### src/rtl/mxint8_block_loader_if.sv
// Element-stream and block-presentation bus of the MXINT8 block loader.
// master = upstream producer / downstream consumer side, slave = the loader.
interface mxint8_block_loader_if #(
   parameter int BLOCK_SIZE           = 32,
   parameter int MXINT8_ELEMENT_WIDTH = 8,
   parameter int SCALE_WIDTH          = 8
);
   logic                                             elem_valid_i;
   logic                                             elem_ready_o;
   logic [MXINT8_ELEMENT_WIDTH-1:0]                  elem_data_i;
   logic                                             elem_last_i;
   logic [SCALE_WIDTH-1:0]                           scale_i;
   logic [0:BLOCK_SIZE-1][MXINT8_ELEMENT_WIDTH-1:0]  mxint8_elements_o;
   logic [SCALE_WIDTH-1:0]                           scale_o;
   logic                                             data_ready_o;
   logic                                             data_ack_i;
   logic                                             len_err_o;
   logic                                             scale_nan_o;
   // 1 while a block is presented (FSM in FULL)
   logic                                             dbg_full_o;

   modport master (
      output elem_valid_i, elem_data_i, elem_last_i, scale_i, data_ack_i,
      input  elem_ready_o, mxint8_elements_o, scale_o, data_ready_o,
             len_err_o, scale_nan_o, dbg_full_o
   );

   modport slave (
      input  elem_valid_i, elem_data_i, elem_last_i, scale_i, data_ack_i,
      output elem_ready_o, mxint8_elements_o, scale_o, data_ready_o,
             len_err_o, scale_nan_o, dbg_full_o
   );
endinterface

### src/rtl/mxint8_block_loader.sv
// Serial-to-parallel loader that assembles MXINT8 blocks (elements + E8M0 scale).
// Define MXINT8_LOADER_DBUF_EN to let a second block fill while one is presented.
//
// Handshakes: an element transfers on a rising edge where elem_valid_i=1 and
// elem_ready_o=1; a presented block is consumed on an edge where data_ready_o=1
// and data_ack_i=1 (data_ack_i is ignored while data_ready_o=0).
module mxint8_block_loader #(
   parameter int BLOCK_SIZE           = 32,
   parameter int MXINT8_ELEMENT_WIDTH = 8,
   parameter int SCALE_WIDTH          = 8
) (
   input logic                  clk,
   input logic                  rst,
   mxint8_block_loader_if.slave bus
);
   localparam int CNT_W = (BLOCK_SIZE > 1) ? $clog2(BLOCK_SIZE) : 1;

   typedef enum logic {FILL = 1'b0, FULL = 1'b1} state_t;

   typedef logic [0:BLOCK_SIZE-1][MXINT8_ELEMENT_WIDTH-1:0] block_t;

   state_t                 state_q, state_d;
   logic [CNT_W-1:0]       cnt_q, cnt_d;
   block_t                 fill_q, fill_d;
   logic [SCALE_WIDTH-1:0] fill_scale_q, fill_scale_d;
   block_t                 out_q, out_d;
   logic [SCALE_WIDTH-1:0] out_scale_q, out_scale_d;
   logic                   len_err_q, len_err_d;
   logic                   nan_q, nan_d;
   logic                   hs, ack, done, last_idx;

`ifdef MXINT8_LOADER_DBUF_EN
   // The fill buffer doubles as the pending buffer once a block completes behind a presented one.
   logic pend_q, pend_d;
   assign bus.elem_ready_o = !rst && !(state_q == FULL && pend_q);
`else
   assign bus.elem_ready_o = !rst && (state_q == FILL);
`endif

   assign hs       = bus.elem_valid_i && bus.elem_ready_o;
   assign ack      = bus.data_ack_i && (state_q == FULL);
   assign last_idx = (cnt_q == CNT_W'(BLOCK_SIZE - 1));
   assign done     = hs && last_idx;

   always_comb begin
      state_d      = state_q;
      cnt_d        = cnt_q;
      fill_d       = fill_q;
      fill_scale_d = fill_scale_q;
      out_d        = out_q;
      out_scale_d  = out_scale_q;
      len_err_d    = 1'b0;
`ifdef MXINT8_LOADER_DBUF_EN
      pend_d       = pend_q;
`endif

      if (hs) begin
         fill_d[cnt_q] = bus.elem_data_i;
         if (cnt_q == '0) fill_scale_d = bus.scale_i;
         if (last_idx) begin
            cnt_d     = '0;
            len_err_d = !bus.elem_last_i;
         end else if (bus.elem_last_i) begin
            cnt_d     = '0;
            len_err_d = 1'b1;
         end else begin
            cnt_d = cnt_q + CNT_W'(1);
         end
      end

      // Presenting always copies fill_d so a block finishing this cycle is taken whole.
      if (state_q == FILL) begin
         if (done) begin
            state_d     = FULL;
            out_d       = fill_d;
            out_scale_d = fill_scale_d;
         end
      end else begin
`ifdef MXINT8_LOADER_DBUF_EN
         if (ack) begin
            if (pend_q || done) begin
               out_d       = fill_d;
               out_scale_d = fill_scale_d;
               pend_d      = 1'b0;
            end else begin
               state_d = FILL;
            end
         end else if (done) begin
            pend_d = 1'b1;
         end
`else
         if (ack) state_d = FILL;
`endif
      end

      nan_d = (state_d == FULL) && (out_scale_d == {SCALE_WIDTH{1'b1}});
   end

   always_ff @(posedge clk) begin
      if (rst) begin
         state_q      <= FILL;
         cnt_q        <= '0;
         fill_q       <= '0;
         fill_scale_q <= '0;
         out_q        <= '0;
         out_scale_q  <= '0;
         len_err_q    <= 1'b0;
         nan_q        <= 1'b0;
`ifdef MXINT8_LOADER_DBUF_EN
         pend_q       <= 1'b0;
`endif
      end else begin
         state_q      <= state_d;
         cnt_q        <= cnt_d;
         fill_q       <= fill_d;
         fill_scale_q <= fill_scale_d;
         out_q        <= out_d;
         out_scale_q  <= out_scale_d;
         len_err_q    <= len_err_d;
         nan_q        <= nan_d;
`ifdef MXINT8_LOADER_DBUF_EN
         pend_q       <= pend_d;
`endif
      end
   end

   assign bus.mxint8_elements_o = out_q;
   assign bus.scale_o           = out_scale_q;
   assign bus.data_ready_o      = (state_q == FULL);
   assign bus.len_err_o         = len_err_q;
   assign bus.scale_nan_o       = nan_q;
   assign bus.dbg_full_o        = (state_q == FULL);
endmodule

### src/flat_wrapper.sv
// flat-port wrapper written by rule: the top's interface ports become plain ports
module mxint8_block_loader_flat 
#(
   parameter int BLOCK_SIZE           = 32,
   parameter int MXINT8_ELEMENT_WIDTH = 8,
   parameter int SCALE_WIDTH          = 8
)
  (clk, rst, bus_elem_valid_i, bus_elem_data_i, bus_elem_last_i, bus_scale_i, bus_data_ack_i, bus_elem_ready_o, bus_mxint8_elements_o, bus_scale_o, bus_data_ready_o, bus_len_err_o, bus_scale_nan_o, bus_dbg_full_o);
  mxint8_block_loader_if #(.BLOCK_SIZE(BLOCK_SIZE), .MXINT8_ELEMENT_WIDTH(MXINT8_ELEMENT_WIDTH), .SCALE_WIDTH(SCALE_WIDTH)) bus_i ();
  input logic clk;
  input logic rst;
  input wire logic [$bits(bus_i.elem_valid_i)-1:0] bus_elem_valid_i;
  input wire logic [$bits(bus_i.elem_data_i)-1:0] bus_elem_data_i;
  input wire logic [$bits(bus_i.elem_last_i)-1:0] bus_elem_last_i;
  input wire logic [$bits(bus_i.scale_i)-1:0] bus_scale_i;
  input wire logic [$bits(bus_i.data_ack_i)-1:0] bus_data_ack_i;
  output wire logic [$bits(bus_i.elem_ready_o)-1:0] bus_elem_ready_o;
  output wire logic [$bits(bus_i.mxint8_elements_o)-1:0] bus_mxint8_elements_o;
  output wire logic [$bits(bus_i.scale_o)-1:0] bus_scale_o;
  output wire logic [$bits(bus_i.data_ready_o)-1:0] bus_data_ready_o;
  output wire logic [$bits(bus_i.len_err_o)-1:0] bus_len_err_o;
  output wire logic [$bits(bus_i.scale_nan_o)-1:0] bus_scale_nan_o;
  output wire logic [$bits(bus_i.dbg_full_o)-1:0] bus_dbg_full_o;
  assign bus_i.elem_valid_i = bus_elem_valid_i;
  assign bus_i.elem_data_i = bus_elem_data_i;
  assign bus_i.elem_last_i = bus_elem_last_i;
  assign bus_i.scale_i = bus_scale_i;
  assign bus_i.data_ack_i = bus_data_ack_i;
  assign bus_elem_ready_o = bus_i.elem_ready_o;
  assign bus_mxint8_elements_o = bus_i.mxint8_elements_o;
  assign bus_scale_o = bus_i.scale_o;
  assign bus_data_ready_o = bus_i.data_ready_o;
  assign bus_len_err_o = bus_i.len_err_o;
  assign bus_scale_nan_o = bus_i.scale_nan_o;
  assign bus_dbg_full_o = bus_i.dbg_full_o;
  mxint8_block_loader #(.BLOCK_SIZE(BLOCK_SIZE), .MXINT8_ELEMENT_WIDTH(MXINT8_ELEMENT_WIDTH), .SCALE_WIDTH(SCALE_WIDTH)) u_core (.clk(clk), .rst(rst), .bus(bus_i));
endmodule
### config.mk
export PLATFORM = sky130hd
export DESIGN_NAME = mxint8_block_loader_flat
export DESIGN_NICKNAME = d
export VERILOG_FILES = /design/src/rtl/mxint8_block_loader_if.sv /design/src/rtl/mxint8_block_loader.sv /design/src/flat_wrapper.sv
export SDC_FILE = /design/constraint.sdc
export NUM_CORES = 1
export LEC_CHECK = 0
export ABC_AREA = 1
export BUFFER_PORTS_ARGS = -buffer_cell sky130_fd_sc_hd__buf_2
export CORE_MARGIN = 2
export CORE_UTILIZATION = 35
export DETAILED_ROUTE_END_ITERATION = 7
export GPL_TIMING_DRIVEN = 0
export PLACE_DENSITY = 0.63
export SYNTH_ARGS = -nofsm -noshare
export SYNTH_HDL_FRONTEND = slang
export SYNTH_SLANG_ARGS = --single-unit
### constraint.sdc
create_clock -name clk -period 2.4 [get_ports clk]
set_input_delay 0.48 -clock clk [delete_from_list [all_inputs] [get_ports clk]]
set_output_delay 0.48 -clock clk [all_outputs]
set_load 0.1 [all_outputs]
==> reports/summary.log <==
qor: setup_path.regToRegSetupSlack 0.05 ns
qor: timing.crit_path_time_final 2.35 ns
qor: clocking.cts_sinks 536
qor: power_and_ir_drop.power.leakage 12.0 nW
qor: floorplan.dieArea 0.0621 mm²
qor: setup_path.kind_of_start_point_of_the_critical_path flip-flop
qor: layout.area_added_between_synthesis_and_finish 21.1%
qor: global_routing.vias_in_the_first_global_route 16,300
qor: global_routing.grt_antenna_before_repair 0
qor: logic_synthesis.post_synth.cell_area_avg 8.10 µm²
qor: clocking.cts_tree built
qor: power_and_ir_drop.totalPowerFinal 18.7 mW
qor: global_routing.grt_start_max_net_pins 17
qor: global_routing.grt_first_pass_wirelength 98,000 µm
qor: clocking.cts_h_tree_depth 2
qor: logic_synthesis.post_synth_num_cell_types 29
qor: setup_path.criticalPathCategory flip-flop to flip-flop
qor: clocking.post_cts_hold_buffer_count 0
qor: layout.fin_area 0.0255 mm²
qor: logic_synthesis.yosys_register_bits 536
qor: placed_design.io_buffers 288
qor: logic_synthesis.syn_area 0.0210 mm²
qor: floorplan.die_width 249 µm
qor: status.outcome complete, no violations
qor: placed_design.pre_cts_ws -0.234 ns
qor: power_and_ir_drop.max-vdd-ir-drop 590 µV
qor: logic_synthesis.netlist_instances 2,595
qor: timing.max_freq 0.425 GHz
qor: power_and_ir_drop.pwr_dens 733 mW/mm²
qor: clocking.clock_latency 0.64 ns
qor: clocking.cts_max_path_buffers 3
qor: timing.layout_worst_path_cycle_share 98.1%
qor: global_routing.gr-usage-all-layers 20.6%
qor: setup_path.worst_r2r_path_depth 10
qor: floorplan.initial_core_util 35.5%
qor: layout.layout.cells.most_common dfxtp_1
qor: global_routing.grt.overflow.total 0
qor: layout.net_total_in_the_final_layout 2,968
qor: detailed_routing.wl 65,200 µm
qor: timing.final-hold-violation-count 0
qor: logic_synthesis.main_area_contributors_after_synthesis dfxtp_1, inv_1, o21a_1
qor: logic_synthesis.post-synth-top-area-fraction 51.0%
qor: placed_design.gp_routability_congestion 0.809
qor: placed_design.placedInstanceArea 0.0234 mm²
qor: layout.layout_common_cells dfxtp_1, inv_1, nand2_1
qor: clocking.tritoncts.num_buffers 57
qor: setup_path.end_kind flip-flop
qor: placed_design.detailed_place_hpwl 46,400 µm
qor: timing.worst-slew-pin-transition 1.11 ns
qor: timing.rsz0062_at_grt true
qor: min_path.timing.hold.worst_path_depth 2
qor: detailed_routing.postRouteAntennaNets 0
qor: detailed_routing.wl_per_cell 17.3 µm
qor: setup_path.critical-path-top-delay-family buffers and inverters
qor: timing.whs 0.0642 ns
qor: logic_synthesis.yosysSeqAreaShare 51.0%
qor: layout.layout.filler_cells 6,051
qor: setup_path.worst-path-max-fanout 10
qor: clocking.cts.clk_slew.worst_paths 0.06 ns
qor: setup_path.worstPathBufferInverterCount 4
qor: min_path.min-delay-path-class input port to flip-flop
qor: setup_path.critical-path-max-stage-delay 0.39 ns
qor: timing.total_count_of_max_transition_violations_in_the_final_report 0
qor: setup_path.library_cell_contributing_the_largest_single_delay_on_the_critical_path buf_1
qor: detailed_routing.vias_per_cell 4.59
qor: timing.layout_setup_ws 0.0463 ns
qor: detailed_routing.detailedRoute.firstIterationViolations 1,124
qor: timing.final-setup-viol-count 0
qor: flow_run.drv_cap 0
qor: logic_synthesis.synth_warnings 0
qor: floorplan.core_region_area 0.0592 mm²
qor: detailed_routing.firstDrtPassIters 5
qor: layout.finalCoreUtilization 43.0%
qor: detailed_routing.detail_route.drc_violations 0
qor: logic_synthesis.synthDominantAreaCellType dfxtp_1
qor: detailed_routing.detailed_route_via_count 17,300
qor: floorplan.core.rowCount 89
qor: logic_synthesis.syn_nets 2,621
qor: timing.skew 0.0288 ns
qor: setup_path.cp_num_cells 10
qor: timing.relSlewSlack 25.7%
qor: setup_path.critPathRequiredTime 2.97 ns
qor: floorplan.number_of_ports_placed_on_the_die_boundary 290
qor: setup_path.path_cells ha_1, nand2_1, nor2_1, ha_1, nand2_1, buf_2, buf_4, buf_1, o21bai_1, inv_1
qor: floorplan.floorplan.die.height 249 µm
qor: layout.drive_above_1_share 17.8%
qor: setup_path.cp.arrival 2.93 ns
qor: clocking.clock-root-buffer clkbuf_16
-- per-stage QoR --
stage               TNS (ns)  instances
finish                     0       3764
global route           -1.70       3763
CTS                        0       3763
detailed placement    -12.22       3656
global placement      -12.46       3656
floorplan             -0.402       2595
-- Yosys cell counts --
cell type,instances
nand3_4,2
o211ai_1,64
nand2_8,1
nand2_4,3
a211oi_1,2
clkbuf_1,97
clkinv_1,1
nor3_1,2
buf_4,19
inv_6,1
inv_2,4
ha_1,5
buf_1,3
a21oi_1,7
o21bai_1,192
and2_1,3
o21ai_1,15
o21ai_0,251
buf_2,55
nor2_1,274
or2_2,5
nand2_1,348
nand3_1,8
nor2_4,25
nor2_2,8
o21a_1,192
inv_1,465
nand3_2,7
dfxtp_1,536
-- final cells by class --
type,count,area (µm²),share of cell area (%)
multi-input cells,1414,7740,30.4
clock buffers,83,1690,6.65
flip-flops and latches,536,10700,42.1
clock inverters,24,285,1.12
repair buffers,288,1440,5.66
plain buffers,174,843,3.31
well taps,773,967,3.80
diodes,1,2.50,0.00982
inverters,471,1770,6.96
-- path summary, 6_finish.rpt --
path / start / endpoint
max: u_core.cnt_q[0]$_SDFFE_PP0N_ / u_core.bus.mxint8_elements_o[208]$_SDFFE_PP0P_
min: bus_elem_last_i / u_core.bus.len_err_o$_SDFF_PP0_
max reg2reg: u_core.cnt_q[0]$_SDFFE_PP0N_ / u_core.bus.mxint8_elements_o[208]$_SDFFE_PP0P_
min reg2reg: u_core.fill_scale_q[3]$_SDFF_PP0_ / u_core.fill_scale_q[3]$_SDFF_PP0_
-- worst reg2reg max path: cells and delay by family (launching register included) --
family / cells / cell delay [ns]
buf+inv: 4 / 1.05
fa+ha+maj: 2 / 0.50
flops: 1 / 0.35
simple gates: 3 / 0.25
compound gates: 1 / 0.14
-- flip-flops by register name (all words and copies together), names as in the netlist --
name,flops
u_core.bus.data_ready_o,1
u_core.bus.len_err_o,1
u_core.bus.mxint8_elements_o,256
u_core.bus.scale_nan_o,1
u_core.bus.scale_o,8
u_core.cnt_q,5
u_core.fill_q,256
u_core.fill_scale_q,8
-- layer usage --
layer	vias up	track usage, %	wire length [µm]
li1	8845	-	-
met1	7955	27.7	30200
met2	400	33.8	29900
met3	83	3.38	3400
met4	0	6.11	1660
met5	-	0	0
-- kinds of logic after synthesis --
family | synth area share, %
DFF | 51.0
and+or+nand+nor | 13.9
buffers and inverters | 12.2
adders and majority gates | 0.297
AOI/OAI and AO/OA | 22.6
-- power breakdown --
group | switching (mW) | internal (mW) | total (mW)
logic | 0.462 | 0.0975 | 0.560
registers | 0.0117 | 8.93 | 8.94
clock network | 3.81 | 5.36 | 9.17
-- what timing repair did --
item / CTS / global route
endpoints found under the setup margin: 131 / 153
buffers inserted: 0 / 0
resized for setup: 7 / 28
Note: power is estimated with default switching activity, not from simulation.
